### src/rtl/fft_seq_ctrl_if.sv
// Handshake and memory-port bundle between the FFT sequencer and the datapath.
// master = sequencer side, slave = butterfly/RAM side that supplies start.
interface fft_seq_ctrl_if #(
    parameter int unsigned LOG2N = 4
);
    localparam int unsigned StageW = (LOG2N > 1) ? $clog2(LOG2N) : 1;

    logic                 start;
    logic                 rd_en;
    logic [LOG2N-1:0]     rd_addr_a;
    logic [LOG2N-1:0]     rd_addr_b;
    logic [LOG2N-2:0]     tw_addr;
    logic                 wr_en;
    logic [LOG2N-1:0]     wr_addr_a;
    logic [LOG2N-1:0]     wr_addr_b;
    logic [StageW-1:0]    stage;
    logic                 busy;
    logic                 done;

    modport master (
        input  start,
        output rd_en, rd_addr_a, rd_addr_b, tw_addr,
        output wr_en, wr_addr_a, wr_addr_b,
        output stage, busy, done
    );

    modport slave (
        output start,
        input  rd_en, rd_addr_a, rd_addr_b, tw_addr,
        input  wr_en, wr_addr_a, wr_addr_b,
        input  stage, busy, done
    );
endinterface

### src/rtl/fft_seq_ctrl.sv
// Radix-2 in-place FFT address sequencer: issues one butterfly per cycle, drains the
// read-to-writeback pipeline between stages and replays read addresses as write addresses.
module fft_seq_ctrl #(
    parameter int unsigned LOG2N    = 4,
    parameter int unsigned PIPE_LAT = 3
) (
    input  logic           clk,
    input  logic           rst,
    fft_seq_ctrl_if.master bus
);
    localparam int unsigned StageW = (LOG2N > 1) ? $clog2(LOG2N) : 1;
    localparam int unsigned KW     = LOG2N - 1;
    localparam int unsigned CntW   = (PIPE_LAT > 1) ? $clog2(PIPE_LAT) : 1;

    localparam logic [KW-1:0]     KLast   = '1;
    localparam logic [StageW-1:0] SLast   = StageW'(LOG2N - 1);
    localparam logic [CntW-1:0]   CntInit = CntW'(PIPE_LAT - 1);

    typedef enum logic [1:0] {StIdle, StRun, StDrain, StDone} state_e;

    state_e            state_q, state_d;
    logic [StageW-1:0] s_q, s_d;
    logic [KW-1:0]     k_q, k_d;
    logic [CntW-1:0]   cnt_q, cnt_d;

    logic              rd_en_q, rd_en_d;
    logic [LOG2N-1:0]  rd_addr_a_q, rd_addr_a_d;
    logic [LOG2N-1:0]  rd_addr_b_q, rd_addr_b_d;
    logic [KW-1:0]     tw_addr_q, tw_addr_d;
    logic [StageW-1:0] stage_q, stage_d;
    logic              busy_q, busy_d;
    logic              done_q, done_d;

    logic              pipe_en_q [PIPE_LAT];
    logic [LOG2N-1:0]  pipe_a_q  [PIPE_LAT];
    logic [LOG2N-1:0]  pipe_b_q  [PIPE_LAT];

    logic [KW-1:0]     pos;
    logic [LOG2N-1:0]  addr_a;

    always_comb begin
        state_d = state_q;
        s_d     = s_q;
        k_d     = k_q;
        cnt_d   = cnt_q;
        unique case (state_q)
            StIdle: begin
                if (bus.start) begin
                    state_d = StRun;
                    s_d     = '0;
                    k_d     = '0;
                end
            end
            StRun: begin
                if (k_q == KLast) begin
                    state_d = StDrain;
                    cnt_d   = CntInit;
                end else begin
                    k_d = k_q + KW'(1);
                end
            end
            StDrain: begin
                if (cnt_q == '0) begin
                    if (s_q == SLast) begin
                        state_d = StDone;
                    end else begin
                        state_d = StRun;
                        s_d     = s_q + StageW'(1);
                        k_d     = '0;
                    end
                end else begin
                    cnt_d = cnt_q - CntW'(1);
                end
            end
            StDone: begin
                state_d = StIdle;
                s_d     = '0;
                k_d     = '0;
            end
            default: state_d = StIdle;
        endcase
    end

    // Outputs are decoded from the next state so every port comes straight off a flop.
    // When s = LOG2N-1 the mask below wraps to all ones, which is exactly pos = k.
    always_comb begin
        pos    = k_d & ((KW'(1) << s_d) - KW'(1));
        addr_a = (((LOG2N'(k_d) >> s_d) << s_d) << 1) | LOG2N'(pos);

        rd_en_d     = (state_d == StRun);
        rd_addr_a_d = '0;
        rd_addr_b_d = '0;
        tw_addr_d   = '0;
        if (rd_en_d) begin
            rd_addr_a_d = addr_a;
            rd_addr_b_d = addr_a | (LOG2N'(1) << s_d);
            tw_addr_d   = pos << (KW - s_d);
        end
        busy_d  = (state_d == StRun) || (state_d == StDrain);
        done_d  = (state_d == StDone);
        stage_d = busy_d ? s_d : '0;
    end

    always_ff @(posedge clk or posedge rst) begin
        if (rst) begin
            state_q     <= StIdle;
            s_q         <= '0;
            k_q         <= '0;
            cnt_q       <= '0;
            rd_en_q     <= 1'b0;
            rd_addr_a_q <= '0;
            rd_addr_b_q <= '0;
            tw_addr_q   <= '0;
            stage_q     <= '0;
            busy_q      <= 1'b0;
            done_q      <= 1'b0;
        end else begin
            state_q     <= state_d;
            s_q         <= s_d;
            k_q         <= k_d;
            cnt_q       <= cnt_d;
            rd_en_q     <= rd_en_d;
            rd_addr_a_q <= rd_addr_a_d;
            rd_addr_b_q <= rd_addr_b_d;
            tw_addr_q   <= tw_addr_d;
            stage_q     <= stage_d;
            busy_q      <= busy_d;
            done_q      <= done_d;
        end
    end

    // Read addresses are already zero when idle, so the delayed copies are zero without wr_en.
    always_ff @(posedge clk or posedge rst) begin
        if (rst) begin
            for (int i = 0; i < int'(PIPE_LAT); i++) begin
                pipe_en_q[i] <= 1'b0;
                pipe_a_q[i]  <= '0;
                pipe_b_q[i]  <= '0;
            end
        end else begin
            pipe_en_q[0] <= rd_en_q;
            pipe_a_q[0]  <= rd_addr_a_q;
            pipe_b_q[0]  <= rd_addr_b_q;
            for (int i = 1; i < int'(PIPE_LAT); i++) begin
                pipe_en_q[i] <= pipe_en_q[i-1];
                pipe_a_q[i]  <= pipe_a_q[i-1];
                pipe_b_q[i]  <= pipe_b_q[i-1];
            end
        end
    end

    assign bus.rd_en     = rd_en_q;
    assign bus.rd_addr_a = rd_addr_a_q;
    assign bus.rd_addr_b = rd_addr_b_q;
    assign bus.tw_addr   = tw_addr_q;
    assign bus.wr_en     = pipe_en_q[PIPE_LAT-1];
    assign bus.wr_addr_a = pipe_a_q[PIPE_LAT-1];
    assign bus.wr_addr_b = pipe_b_q[PIPE_LAT-1];
    assign bus.stage     = stage_q;
    assign bus.busy      = busy_q;
    assign bus.done      = done_q;
endmodule

### src/flat_wrapper.sv
// flat-port wrapper written by rule: the top's interface ports become plain ports
module fft_seq_ctrl_flat 
#(
    parameter int unsigned LOG2N    = 4,
    parameter int unsigned PIPE_LAT = 3
)
  (clk, rst, bus_start, bus_rd_en, bus_rd_addr_a, bus_rd_addr_b, bus_tw_addr, bus_wr_en, bus_wr_addr_a, bus_wr_addr_b, bus_stage, bus_busy, bus_done);
  fft_seq_ctrl_if #(.LOG2N(LOG2N)) bus_i ();
  input  logic clk;
  input  logic rst;
  input wire logic [$bits(bus_i.start)-1:0] bus_start;
  output wire logic [$bits(bus_i.rd_en)-1:0] bus_rd_en;
  output wire logic [$bits(bus_i.rd_addr_a)-1:0] bus_rd_addr_a;
  output wire logic [$bits(bus_i.rd_addr_b)-1:0] bus_rd_addr_b;
  output wire logic [$bits(bus_i.tw_addr)-1:0] bus_tw_addr;
  output wire logic [$bits(bus_i.wr_en)-1:0] bus_wr_en;
  output wire logic [$bits(bus_i.wr_addr_a)-1:0] bus_wr_addr_a;
  output wire logic [$bits(bus_i.wr_addr_b)-1:0] bus_wr_addr_b;
  output wire logic [$bits(bus_i.stage)-1:0] bus_stage;
  output wire logic [$bits(bus_i.busy)-1:0] bus_busy;
  output wire logic [$bits(bus_i.done)-1:0] bus_done;
  assign bus_i.start = bus_start;
  assign bus_rd_en = bus_i.rd_en;
  assign bus_rd_addr_a = bus_i.rd_addr_a;
  assign bus_rd_addr_b = bus_i.rd_addr_b;
  assign bus_tw_addr = bus_i.tw_addr;
  assign bus_wr_en = bus_i.wr_en;
  assign bus_wr_addr_a = bus_i.wr_addr_a;
  assign bus_wr_addr_b = bus_i.wr_addr_b;
  assign bus_stage = bus_i.stage;
  assign bus_busy = bus_i.busy;
  assign bus_done = bus_i.done;
  fft_seq_ctrl #(.LOG2N(LOG2N), .PIPE_LAT(PIPE_LAT)) u_core (.clk(clk), .rst(rst), .bus(bus_i));
endmodule
### config.mk
export PLATFORM = sky130hd
export DESIGN_NAME = fft_seq_ctrl_flat
export DESIGN_NICKNAME = d
export VERILOG_FILES = /design/src/rtl/fft_seq_ctrl_if.sv /design/src/rtl/fft_seq_ctrl.sv /design/src/flat_wrapper.sv
export SDC_FILE = /design/constraint.sdc
export NUM_CORES = 1
export LEC_CHECK = 0
export CAP_MARGIN = 20
export CORE_ASPECT_RATIO = 0.9
export CORE_MARGIN = 2
export CORE_UTILIZATION = 45
export CTS_BUF_LIST = sky130_fd_sc_hd__clkbuf_8 sky130_fd_sc_hd__clkbuf_16
export DETAILED_ROUTE_END_ITERATION = 7
export PLACE_DENSITY = 0.71
export SLEW_MARGIN = 20
export SYNTH_ARGS = -nofsm -noshare
export SYNTH_HDL_FRONTEND = slang
export SYNTH_SLANG_ARGS = --single-unit
### constraint.sdc
create_clock -name clk -period 1.9 [get_ports clk]
set_input_delay 0.57 -clock clk [delete_from_list [all_inputs] [get_ports clk]]
set_output_delay 0.57 -clock clk [all_outputs]
set_load 0.02 [all_outputs]
=== Word-level counts from Yosys, hierarchy flattened ===
Cells that the tools add are included.

* Bits in registers: 52
* Latch bits: 0
* RAM bits: 0
* Bits in read-only memories: 0
* Bits of input ports: 3
* Logic and storage cells: 69
* Memories kept: 0

* Add/sub/neg operators: 5
* $mul: 0
* Divide/modulo/power cells: 0
* Magnitude comparators: 0
* Equal/unequal tests: 10
* Shifts and indexed selects: 5
* Multiplexer cells: 21
* Bitwise gates (word level): 3
* Reductions and logical operators: 5

{| class="wikitable"
|+ Operators by type and width
! kind !! count
|-
| $shl 3x32->3 || 1
|-
| $mux 2 || 10
|-
| $mux 3 || 5
|-
| $pmux 3 s4 || 1
|-
| $eq 2x2->1 const B || 5
|-
| $mux 4 || 2
|-
| $pmux 2 s4 || 1
|-
| $pmux 2 s3 || 1
|-
| $eq 2x1->1 const B || 2
|-
| $logic_not 2->1 || 2
|-
| $or 4x3->4 || 1
|-
| $or 4x4->4 || 1
|-
| $pmux 2 s2 || 1
|-
| $shl 1x2->4 const A || 1
|-
| $shl 4x2->3 || 1
|-
| $shr 3x2->4 || 1
|-
| $add 3x1->3 const B || 1
|-
| $and 3x3->3 || 1
|-
| $eq 3x3->1 const B || 1
|-
| $reduce_and 3->1 || 1
|-
| $shl 1x2->3 const A || 1
|-
| $sub 2x2->3 const A || 1
|-
| $sub 3x1->3 const B || 1
|-
| $add 2x1->2 const B || 1
|-
| other kinds (5) || 5
|}

=== Depth between registers and ports, before layout ===
Gate-level depths: netlist of run 1.

* Depth in word-level cells: 10
* Gate-level depth with buffers: 10
* Mapped depth without buffers: 10

=== Worst setup path before layout of run 1 ===
OpenSTA, ideal clock, no wires.

* Path type: register to register
* Start point: register u_core.state_q[1]
* End point: register u_core.rd_addr_b_q[1] (netlist: u_core.bus.rd_addr_b[1])
* Arrival: 1.635 ns
* Setup slack: 0.134 ns
* Cell stages (with the launch flop): 11
* Path buffers: 0
* Cells stage by stage: dfrtp_1 inv_1 ha_1 nor2_1 a21oi_1 a21oi_1 a21oi_1 inv_1 ha_1 inv_1 a211oi_1

* Elaborated cells between the ends (all ways): 20
* Those cells by class: add/sub (1); eq/ne (4); shift (4); mux (7); bitwise (3); reduce/logical (1)

{| class="wikitable"
|+ RTL lines
! element !! line !! RTL
|-
| start: declaration || fft_seq_ctrl.sv:21 || <nowiki>state_e state_q, state_d;</nowiki>
|-
| start signal: assignment || fft_seq_ctrl.sv:106 || <nowiki>state_q <= StIdle;</nowiki>
|-
| start signal: assignment || fft_seq_ctrl.sv:118 || <nowiki>state_q <= state_d;</nowiki>
|-
| $eq 2x2->1, or another cell as far along || fft_seq_ctrl.sv:46 || <nowiki>unique case (state_q)</nowiki>
|-
| $pmux 2 s4 (*) || fft_seq_ctrl.sv:46 ||
|-
| via u_core.state_d[1] || fft_seq_ctrl.sv:21 ||
|-
| $eq 2x1->1 (*) || fft_seq_ctrl.sv:90 || <nowiki>rd_en_d = (state_d == StRun);</nowiki>
|-
| via u_core.rd_en_d || fft_seq_ctrl.sv:26 || <nowiki>logic rd_en_q, rd_en_d;</nowiki>
|-
| $mux 4 (*) || fft_seq_ctrl.sv:94 || <nowiki>if (rd_en_d) begin</nowiki>
|-
| via u_core.rd_addr_b_d[1] || fft_seq_ctrl.sv:28 || <nowiki>logic [LOG2N-1:0] rd_addr_b_q, rd_addr_b_d;</nowiki>
|-
| end signal: assignment || fft_seq_ctrl.sv:124 || <nowiki>rd_addr_b_q <= rd_addr_b_d;</nowiki>
|-
| end: declaration || fft_seq_ctrl.sv:28 ||
|}

The timed path passes the listed nets; every way through them passes the cells marked *.
A chain may end at the register's enable or synchronous reset.

=== Final worst setup path of run 1 ===
* Start point: input port bus_start
* End point: register u_core.rd_addr_a_q[2] (netlist: u_core.bus.rd_addr_a[2])

* Word-level cells in the longest chain between the ends: 7
* Elaborated cells between the ends (all ways): 14
* Those cells by class: add/sub (1); eq/ne (1); shift (3); mux (7); bitwise (2)

{| class="wikitable"
|+ RTL lines
! element !! line !! RTL
|-
| start: declaration || flat_wrapper.sv:11 || <nowiki>input wire logic [$bits(bus_i.start)-1:0] bus_start;</nowiki>
|-
| $mux 2 || fft_seq_ctrl.sv:48 || <nowiki>if (bus.start) begin</nowiki>
|-
| $pmux 2 s3 || fft_seq_ctrl.sv:46 ||
|-
| $shl 1x2->3 || fft_seq_ctrl.sv:87 || <nowiki>pos = k_d & ((KW'(1) << s_d) - KW'(1));</nowiki>
|-
| $sub 3x1->3 || fft_seq_ctrl.sv:87 ||
|-
| $and 3x3->3 || fft_seq_ctrl.sv:87 ||
|-
| $or 4x3->4 || fft_seq_ctrl.sv:88 || <nowiki>addr_a = (((LOG2N'(k_d) >> s_d) << s_d) << 1) | LOG2N'(pos);</nowiki>
|-
| $mux 4 (*) || fft_seq_ctrl.sv:94 ||
|-
| via u_core.rd_addr_a_d[2] || fft_seq_ctrl.sv:27 || <nowiki>logic [LOG2N-1:0] rd_addr_a_q, rd_addr_a_d;</nowiki>
|-
| end signal: assignment || fft_seq_ctrl.sv:123 || <nowiki>rd_addr_a_q <= rd_addr_a_d;</nowiki>
|-
| end: declaration || fft_seq_ctrl.sv:27 ||
|}

Marks and branches as above.

==> flow_metrics.tcl, run 1 <==
set metrics [dict create \
    r2r-start "u_core.state_q[0]" \
    syn_nets 160 \
    grt_max_degree 19 \
    layout_min_cycle_time_ns 1.89 \
    n_antenna_cell 0 \
    die_area_um2 4880 \
    final_common_cell "dfrtp_1" \
    reg2reg_to "u_core.bus.rd_addr_b[2]" \
    path_cells "clkdlybuf4s50_1 > and2b_4 > o21ai_2 > o21ai_4 > buf_4 > or2_2 > a21oi_1" \
    synth_cell_types 36 \
    clock_latency_ns 0.29 \
    antenna_found_initial 0 \
    die_w_um 73.4 \
    final_cell_area_um2 2550 \
    setup_viol 0 \
    reg2reg_slack_ns 0.03 \
    dieHeight_um 66.5 \
    routabilityCongestion 0.848 \
    avgSynthCellArea_um2 13.0 \
    wire_per_inst_um 13.2 \
    synth_flop_cell "dfrtp_1" \
    synth_warnings 0 \
    final_cell_mix "dfrtp_1, clkdlybuf4s50_1, buf_4" \
    coreArea_um2 4130 \
    dp_cells 225 \
    synth_seq_cells 52 \
    drt_pass1_iterations 4 \
    viasPerCell 4.95 \
    drv_slew 0 \
    syn_area_um2 1950 \
    synthCells 150 \
    rsz0062_at_grt "true" \
    cts_buffers 5 \
    grt_usage_pct 13.9 \
    worstMarginPinSlew_ns 0.285 \
    io_pins 28 \
    max_slew_margin_pct 81.0 \
    syn2layout_area_growth_pct 30.6 \
    synth-seq-area-share_pct 66.7 \
    rows 22 \
    ys_async_sr_fraction_pct 100 \
    max_stage_delay_ns 0.48 \
    port_buffers 27 \
    synth_top_area_share_pct 66.7 \
    worstPathMaxFanout 9 \
    grt_pass1_wl_mm 5.08 \
    gr-total-overflow 0 \
    worstHoldStart "u_core.pipe_a_q[4]" \
    min_path_type "flip-flop to flip-flop" \
    post-route-period-util_pct 99.4 \
    drcViolationCount 0 \
    power.density_nw_per_um2 1280 \
    hold_depth 0 \
    ys_top_cells_by_area "dfrtp_1, ha_1, buf_4" \
    critPathCaptureType "flip-flop" \
    cts_root_buffer "clkbuf_8" \
    synth_edf_count 0 \
    tns_ns 0 \
    cts_buffer_depth 2 \
    wirelength_mm 3.18 \
    drtAntennaViolNets 0 \
    status "finished clean" \
    grt_pass1_vias 1133 \
    clk_pin_slew_ns 0.09 \
    ir_worst_vdd_uv 587 \
    drt-initial-drc-count 61 \
    fin_skew_ns 0.00293 \
    hold_buffers 0 \
    fin_hold_ws_ns 0.354 \
    max_freq_ghz 0.530 \
    fin_ws_ns 0.0123 \
    final_cells 241 \
    drive_above_1_share_pct 30.6 \
    num_vias 1192 \
    tritoncts "done" \
    p_leak_nw 1.17 \
    whs_endpoint "u_core.bus.wr_addr_a[0]" \
    ff2ff_path_depth 7 \
    cp.required_ns 2.12 \
    start_kind "input port" \
    worstPathArrival_ns 2.11 \
    htree_levels 2 \
    place_ws_ns -0.293 \
    path_class "input port to flip-flop" \
    place_hpwl_mm 2.23 \
    crit_slowest_cell "clkdlybuf4s50_1" \
    initial_core_util_pct 47.3 \
    cts_sinks 52 \
    drv_cap 0 \
    final_nets 202 \
    hold_viol_final 0 \
    dpl_cell_area_um2 2300 \
    yosysTopAreaCell "dfrtp_1" \
]
## cell type report
cell class              instances  area, um^2
clock buffers                   5        68.8
clock inverters                 3        21.3
fillers                       316        1580
inverters                      11        45.0
multi-input cells              76         614
flip-flops and latches         52        1300
well taps                      48        60.1
repair buffers                 46         438
## per-layer routing
metal | wire length (um) | vias to the layer above | GRT usage, %
met2 | 1600 | 31 | 22.1
met5 | 0 | - | 0
met1 | 1420 | 584 | 18.0
met4 | 8 | 0 | 4.77
met3 | 145 | 2 | 4.54
li1 | - | 575 | -
## state kept, by name, summed over array words and instances, names as in the netlist
signal	count
u_core.bus.rd_en	1
u_core.bus.rd_addr_b	4
u_core.bus.wr_en	1
u_core.s_q	2
u_core.pipe_a_q	8
u_core.bus.stage	2
u_core.bus.wr_addr_b	4
u_core.k_q	3
u_core.bus.wr_addr_a	4
u_core.bus.busy	1
u_core.pipe_b_q	8
u_core.bus.tw_addr	3
u_core.bus.done	1
u_core.pipe_en_q	2
u_core.cnt_q	2
u_core.state_q	2
u_core.bus.rd_addr_a	4
## worst max-delay path: cells and delay by family
kind                   cells  cell delay [ns]
and+or+nand+nor            2             0.49
AOI/OAI and AO/OA          3             0.40
buffers and inverters      2             0.63
## worst max-delay path by stage
stage                 startpoint                       to  cells past startpoint  slack, ns
6_report               bus_start  u_core.bus.rd_addr_a[2]                      7       0.01
5_1_grt        u_core.state_q[0]    u_core.bus.tw_addr[2]                      7      -0.06
4_1_cts        u_core.state_q[1]    u_core.bus.tw_addr[2]                      7       0.01
3_5_place_dp           bus_start  u_core.bus.rd_addr_a[1]                      6      -0.29
3_3_place_gp           bus_start  u_core.bus.rd_addr_b[2]                      6      -0.27
2_1_floorplan                rst          u_core.bus.busy                      1       0.07
## what timing repair did
| action | CTS | global route |
|---|---|---|
| setup buffers | 1 | 7 |
| endpoints found under the setup margin | 14 | 12 |
| pin swaps | 1 | 2 |
| resized for setup | 12 | 12 |
## synth_stat cells, types with 2 or more instances
master     n
buf_4     10
nand3_1    2
inv_1     11
dfrtp_1   52
ha_1       7
nand2b_1   2
nor2b_1    2
a211oi_1   2
a21oi_1   12
o21ai_0    3
o21a_1     3
nor2_1     6
o21ai_2    2
nand2_1   13
and2_1     2
## cell families (layout without fill, tap and decap cells)
logic type               Yosys count  after routing  synth area share [%]
flip-flops                        52             52                  66.7
AND/OR/NAND/NOR                   36             36                  9.36
AO/OA/AOI/OAI                     31             31                  11.9
buffers and inverters             22             65                  6.54
adder cells (fa/ha/maj)            7              7                  4.49
multiplexers                       2              2                  1.09
## report_power, final
part / total (W) / leakage, nW / switching [W] / internal, W
registers: 0.00147 / 0.685 / 0.000104 / 0.00136
clock network: 0.000606 / 0.0445 / 0.000344 / 0.000261
logic: 0.00120 / 0.443 / 0.000626 / 0.000572
## metrics by stage
step	utilization (%)	total power (W)
floorplan	-	0.00216
global placement	55.8	0.00249
detailed placement	55.8	0.00254
CTS	59.4	0.00324
global route	61.7	0.00347
finish	61.7	0.00327
Note: power is estimated with default switching activity, not from simulation.
==> run 2: changes to the inputs <==
- CORE_MARGIN: 2 -> 8
==> run 2 against run 1 <==
Flip-flop and latch count stayed put. Maximum frequency is 2.5% higher. Clock power is 1% lower. Final cell count stayed put.
==> flow_metrics.tcl, run 2 (synthesis results as in run 1) <==
set metrics [dict create \
    worstPathArrival_ns 1.27 \
    coreArea_um2 4130 \
    setup_viol 0 \
    initial_core_util_pct 47.3 \
    max_stage_delay_ns 0.62 \
    drtAntennaViolNets 0 \
    viasPerCell 4.98 \
    status "finished clean" \
    grt_max_degree 32 \
    wirelength_mm 3.52 \
    crit_path_start "u_core.bus.rd_addr_b[0]" \
    final_cells 241 \
    netSwitchingPower_w 0.00110 \
    final_common_cell "dfrtp_1" \
    cts_buffers 5 \
    ir_worst_vdd_uv 652 \
    rows 22 \
    dieHeight_um 78.5 \
    p_clk_share_pct 18.0 \
    min_path_type "flip-flop to flip-flop" \
    critPathCaptureType "output port" \
    routabilityCongestion 0.866 \
    tns_ns 0 \
    r2r-start "u_core.state_q[1]" \
    final_nets 202 \
    final_cell_mix "dfrtp_1, clkdlybuf4s50_1, buf_4" \
    cts_buffer_depth 2 \
    drt_pass1_iterations 4 \
    clk_pin_slew_ns 0.09 \
    drv_slew 0 \
    die_w_um 85.4 \
    p_leak_nw 1.22 \
    fin_util_pct 62.2 \
    syn2layout_area_growth_pct 31.6 \
    grt_pass1_wl_mm 5.44 \
    reg2reg_slack_ns 0.08 \
    clock_latency_ns 0.30 \
    n_antenna_cell 0 \
    fin_ws_ns 0.0576 \
    cp.depth 1 \
    reg2reg_to "u_core.bus.stage[1]" \
    crit_slowest_cell "clkdlybuf4s50_1" \
    grt_usage_pct 10.2 \
    dp_cells 223 \
    worstMarginPinSlew_ns 0.414 \
    place_hpwl_mm 2.37 \
    grt_pass1_vias 1188 \
    cts_sinks 52 \
    switching_share_pct 33.0 \
    worstPathMaxFanout 2 \
    path_cells "clkdlybuf4s50_1" \
    drt-initial-drc-count 39 \
    antenna_found_initial 0 \
    whs_endpoint "u_core.pipe_a_q[4]" \
    hold_depth 0 \
    drcViolationCount 0 \
    gr-total-overflow 0 \
    io_pins 28 \
    cts_root_buffer "clkbuf_8" \
    fin_hold_ws_ns 0.350 \
    top_regs "u_core.pipe_a_q x8, u_core.pipe_b_q x8" \
    htree_levels 2 \
    max_freq_ghz 0.543 \
    seqPwrFrac_pct 44.1 \
    path_class "flip-flop to output port" \
    num_vias 1199 \
    fin_skew_ns 0.00365 \
    worstHoldStart "u_core.pipe_a_q[8]" \
    cp_num_buf_inv 1 \
    port_buffers 27 \
    layout_min_cycle_time_ns 1.84 \
    power.density_nw_per_um2 1300 \
    place_ws_ns -0.310 \
    max_slew_margin_pct 72.4 \
    intPower_w 0.00223 \
    hold_buffers 0 \
    pwr-share-comb_pct 37.9 \
    hold_viol_final 0 \
    wire_per_inst_um 14.6 \
    drive_above_1_share_pct 29.5 \
    post-route-period-util_pct 97.0 \
    cp.required_ns 1.33 \
    cpLargestDelayFamily "buffers and inverters" \
    drv_cap 0 \
    tritoncts "done" \
    ff2ff_path_depth 9 \
    die_area_um2 6700 \
    start_kind "flip-flop" \
]
## run 2: worst max-delay path by stage
stage	to	slack, ns
6_report	bus_rd_addr_b[0]	0.06
5_1_grt	u_core.bus.rd_addr_b[1]	-0.04
3_5_place_dp	u_core.bus.rd_addr_b[2]	-0.31
4_1_cts	u_core.bus.stage[1]	-0.003
3_3_place_gp	u_core.bus.rd_addr_b[1]	-0.28
2_1_floorplan	u_core.bus.busy	0.07
## run 2: through the flow
stage               power (W)  instance area [um^2]
global placement      0.00250                  2280
detailed placement    0.00253                  2280
finish                0.00333                  2570
CTS                   0.00316                  2390
global route          0.00351                  2570
floorplan             0.00216                  1950
## run 2: area by class of cell
class	count	area (um^2)
Sequential cell	52	1300
Tap cell	48	60.1
Inverter	11	41.3
Timing Repair Buffer	46	434
Multi-Input combinational cell	76	642
Clock inverter	3	20.0
Fill cell	301	1560
Clock buffer	5	68.8
## run 2: metal layers
layer  vias up  GRT usage, %  wire (um)
li1        573             -          -
met1       596          12.1       1580
met2        24          16.3       1690
met3         6          3.64        187
met4         0          4.55         57
met5         -             0          0
## run 2: power groups by stage
stage / registers, W / logic, W / clock network, W
2_1_floorplan: 0.00156 / 0.000598 / 0
3_3_place_gp: 0.00148 / 0.00102 / 0
3_5_place_dp: 0.00149 / 0.00104 / 0
4_1_cts: 0.00147 / 0.00107 / 0.000621
5_1_grt: 0.00149 / 0.00135 / 0.000665
6_report: 0.00147 / 0.00126 / 0.000599
## run 2: timing repair
item | CTS | global route
gates resized for setup | 8 | 24
pin swaps | 1 | 6
gates cloned | 0 | 1
setup buffers | 0 | 9
setup endpoints to repair | 12 | 17
==> run 3: changes to the inputs <==
--- a/config.mk
+++ b/config.mk
@@ -13,3 +13,3 @@
 export DETAILED_ROUTE_END_ITERATION = 7
-export PLACE_DENSITY = 0.71
+export DONT_BUFFER_PORTS = 1
 export SLEW_MARGIN = 20
--- a/constraint.sdc
+++ b/constraint.sdc
@@ -3,2 +3,2 @@
 set_output_delay 0.57 -clock clk [all_outputs]
-set_load 0.02 [all_outputs]
+set_load 0.005 [all_outputs]
==> run 3 against run 2 <==
Count of clock-buffer cells in the layout stayed put. Sequential share of layout area rose by 6.0 points. Clock power is 21% higher. Die area did not move. Global-route usage shrank 0.064 points. Sequential power is essentially flat. First-iteration DRC count decreased by 56%. Worst setup slack gained 0.029 ns. Maximum frequency grew 1.6%. Largest power group unchanged. Utilization decreased by 6.6 points.
==> flow_metrics.tcl, run 3 (synthesis results as in run 1) <==
set metrics [dict create \
    worstPathMaxFanout 5 \
    r2r-start "u_core.state_q[0]" \
    routabilityCongestion 0.764 \
    place_hpwl_mm 2.45 \
    max_stage_delay_ns 0.40 \
    top_regs "u_core.pipe_a_q x8, u_core.pipe_b_q x8" \
    drtAntennaViolNets 0 \
    dp_cells 209 \
    dpl_cell_area_um2 2100 \
    min_path_type "input port to asynchronous set/reset pin" \
    grt_pass1_wl_mm 5.26 \
    cp.required_ns 2.11 \
    critPathCaptureType "flip-flop" \
    gr-total-overflow 0 \
    port_buffers 0 \
    grt_pass1_vias 1122 \
    n_antenna_cell 0 \
    max_slew_margin_pct 74.8 \
    io_pins 28 \
    worstMarginPinSlew_ns 0.378 \
    cts_sinks 52 \
    grt_usage_pct 10.1 \
    worstPathArrival_ns 2.03 \
    final_nets 180 \
    totalPowerFinal_w 0.00311 \
    rows 22 \
    crit_slowest_cell "dfrtp_1" \
    initial_core_util_pct 47.3 \
    met3_length_um 196 \
    final_cells 219 \
    cts_root_buffer "clkbuf_8" \
    grt_max_degree 37 \
    path_cells "inv_2 > ha_2 > inv_1 > buf_4 > o21ai_2 > a31oi_4 > mux2_2 > a211oi_2" \
    fin_skew_ns 0.00594 \
    num_vias 1155 \
    layout_min_cycle_time_ns 1.81 \
    fin_ws_ns 0.0866 \
    hold_viol_final 0 \
    coreArea_um2 4130 \
    start_kind "flip-flop" \
    cp.depth 8 \
    drive_above_1_share_pct 34.5 \
    drcViolationCount 0 \
    setup_viol 0 \
    ir_worst_vdd_uv 432 \
    clk_pin_slew_ns 0.09 \
    status "finished clean" \
    drv_slew 0 \
    die_area_um2 6700 \
    cts_buffer_depth 2 \
    place_ws_ns -0.103 \
    wire_per_inst_um 15.2 \
    cts_buffers 5 \
    cp_num_buf_inv 3 \
    reg2reg_to "u_core.bus.tw_addr[2]" \
    n_fill_cell 338 \
    post-route-period-util_pct 95.4 \
    max_freq_ghz 0.551 \
    power.density_nw_per_um2 1350 \
    rsz0062_at_grt "false" \
    drt_pass1_iterations 4 \
    die_w_um 85.4 \
    tritoncts "done" \
    dieHeight_um 78.5 \
    antenna_found_initial 0 \
    wl_met2_mm 1.69 \
    clock_latency_ns 0.29 \
    path_class "flip-flop to flip-flop" \
    drt-initial-drc-count 17 \
    final_cell_mix "dfrtp_1, buf_4, nand2_1" \
    multiInputGateArea_um2 589 \
    syn2layout_area_growth_pct 17.6 \
    htree_levels 2 \
    register_area_um2 1300 \
    viasPerCell 5.27 \
    met1_length_mm 1.40 \
    tns_ns 0 \
    topRoutingLayerUsed "met4" \
    p_leak_nw 1.11 \
    drv_cap 0 \
    final_cell_area_um2 2300 \
    final_common_cell "dfrtp_1" \
    wirelength_mm 3.33 \
    reg2reg_slack_ns 0.09 \
    ff2ff_path_depth 8 \
    hold_buffers 0 \
    cpLargestDelayFamily "compound AO/OA/AOI/OAI gates" \
]
==> run 3: how the worst max path moves through the flow <==
stage | startpoint | to
floorplan | rst | u_core.bus.busy
global placement | u_core.state_q[1] | u_core.bus.rd_addr_b[1]
detailed placement | u_core.state_q[1] | u_core.bus.rd_addr_b[1]
CTS | u_core.cnt_q[1] | u_core.bus.rd_addr_b[2]
global route | u_core.k_q[1] | u_core.bus.stage[1]
finish | u_core.state_q[0] | u_core.bus.tw_addr[2]
==> run 3: area by class of cell <==
cell class | instances | share of cell area, %
Inverter | 11 | 1.80
Clock inverter | 3 | 1.85
Timing Repair Buffer | 24 | 8.39
Sequential cell | 52 | 56.7
Clock buffer | 5 | 3.00
Tap cell | 48 | 2.62
Multi-Input combinational cell | 76 | 25.7
==> run 3: report_power, final <==
group	switching, W	internal, W
Sequential	0.000124	0.00137
Clock	0.000334	0.000392
Combinational	0.000445	0.000447
==> run 3: timing repair <==
| item | 4_1_cts | 5_1_grt |
|---|---|---|
| pin swaps | 0 | 1 |
| endpoints found under the setup margin | 13 | 13 |
| resized for setup | 3 | 15 |
| setup buffers | 0 | 2 |
==> run 3: stage by stage <==
step / utilization, % / hold WS, ns
final: 55.6 / 0.125
after global routing: 55.6 / 0.145
after CTS: 53.8 / 0.124
after detailed placement: 50.9 / 0.336
after global placement: 50.9 / 0.333
after floorplan: - / 0.331
==> run 3: metal layers <==
metal	global-route usage (%)	vias to the layer above
met5	0	-
met4	3.67	0
met3	4.06	5
met2	17.1	22
met1	11.3	600
li1	-	528
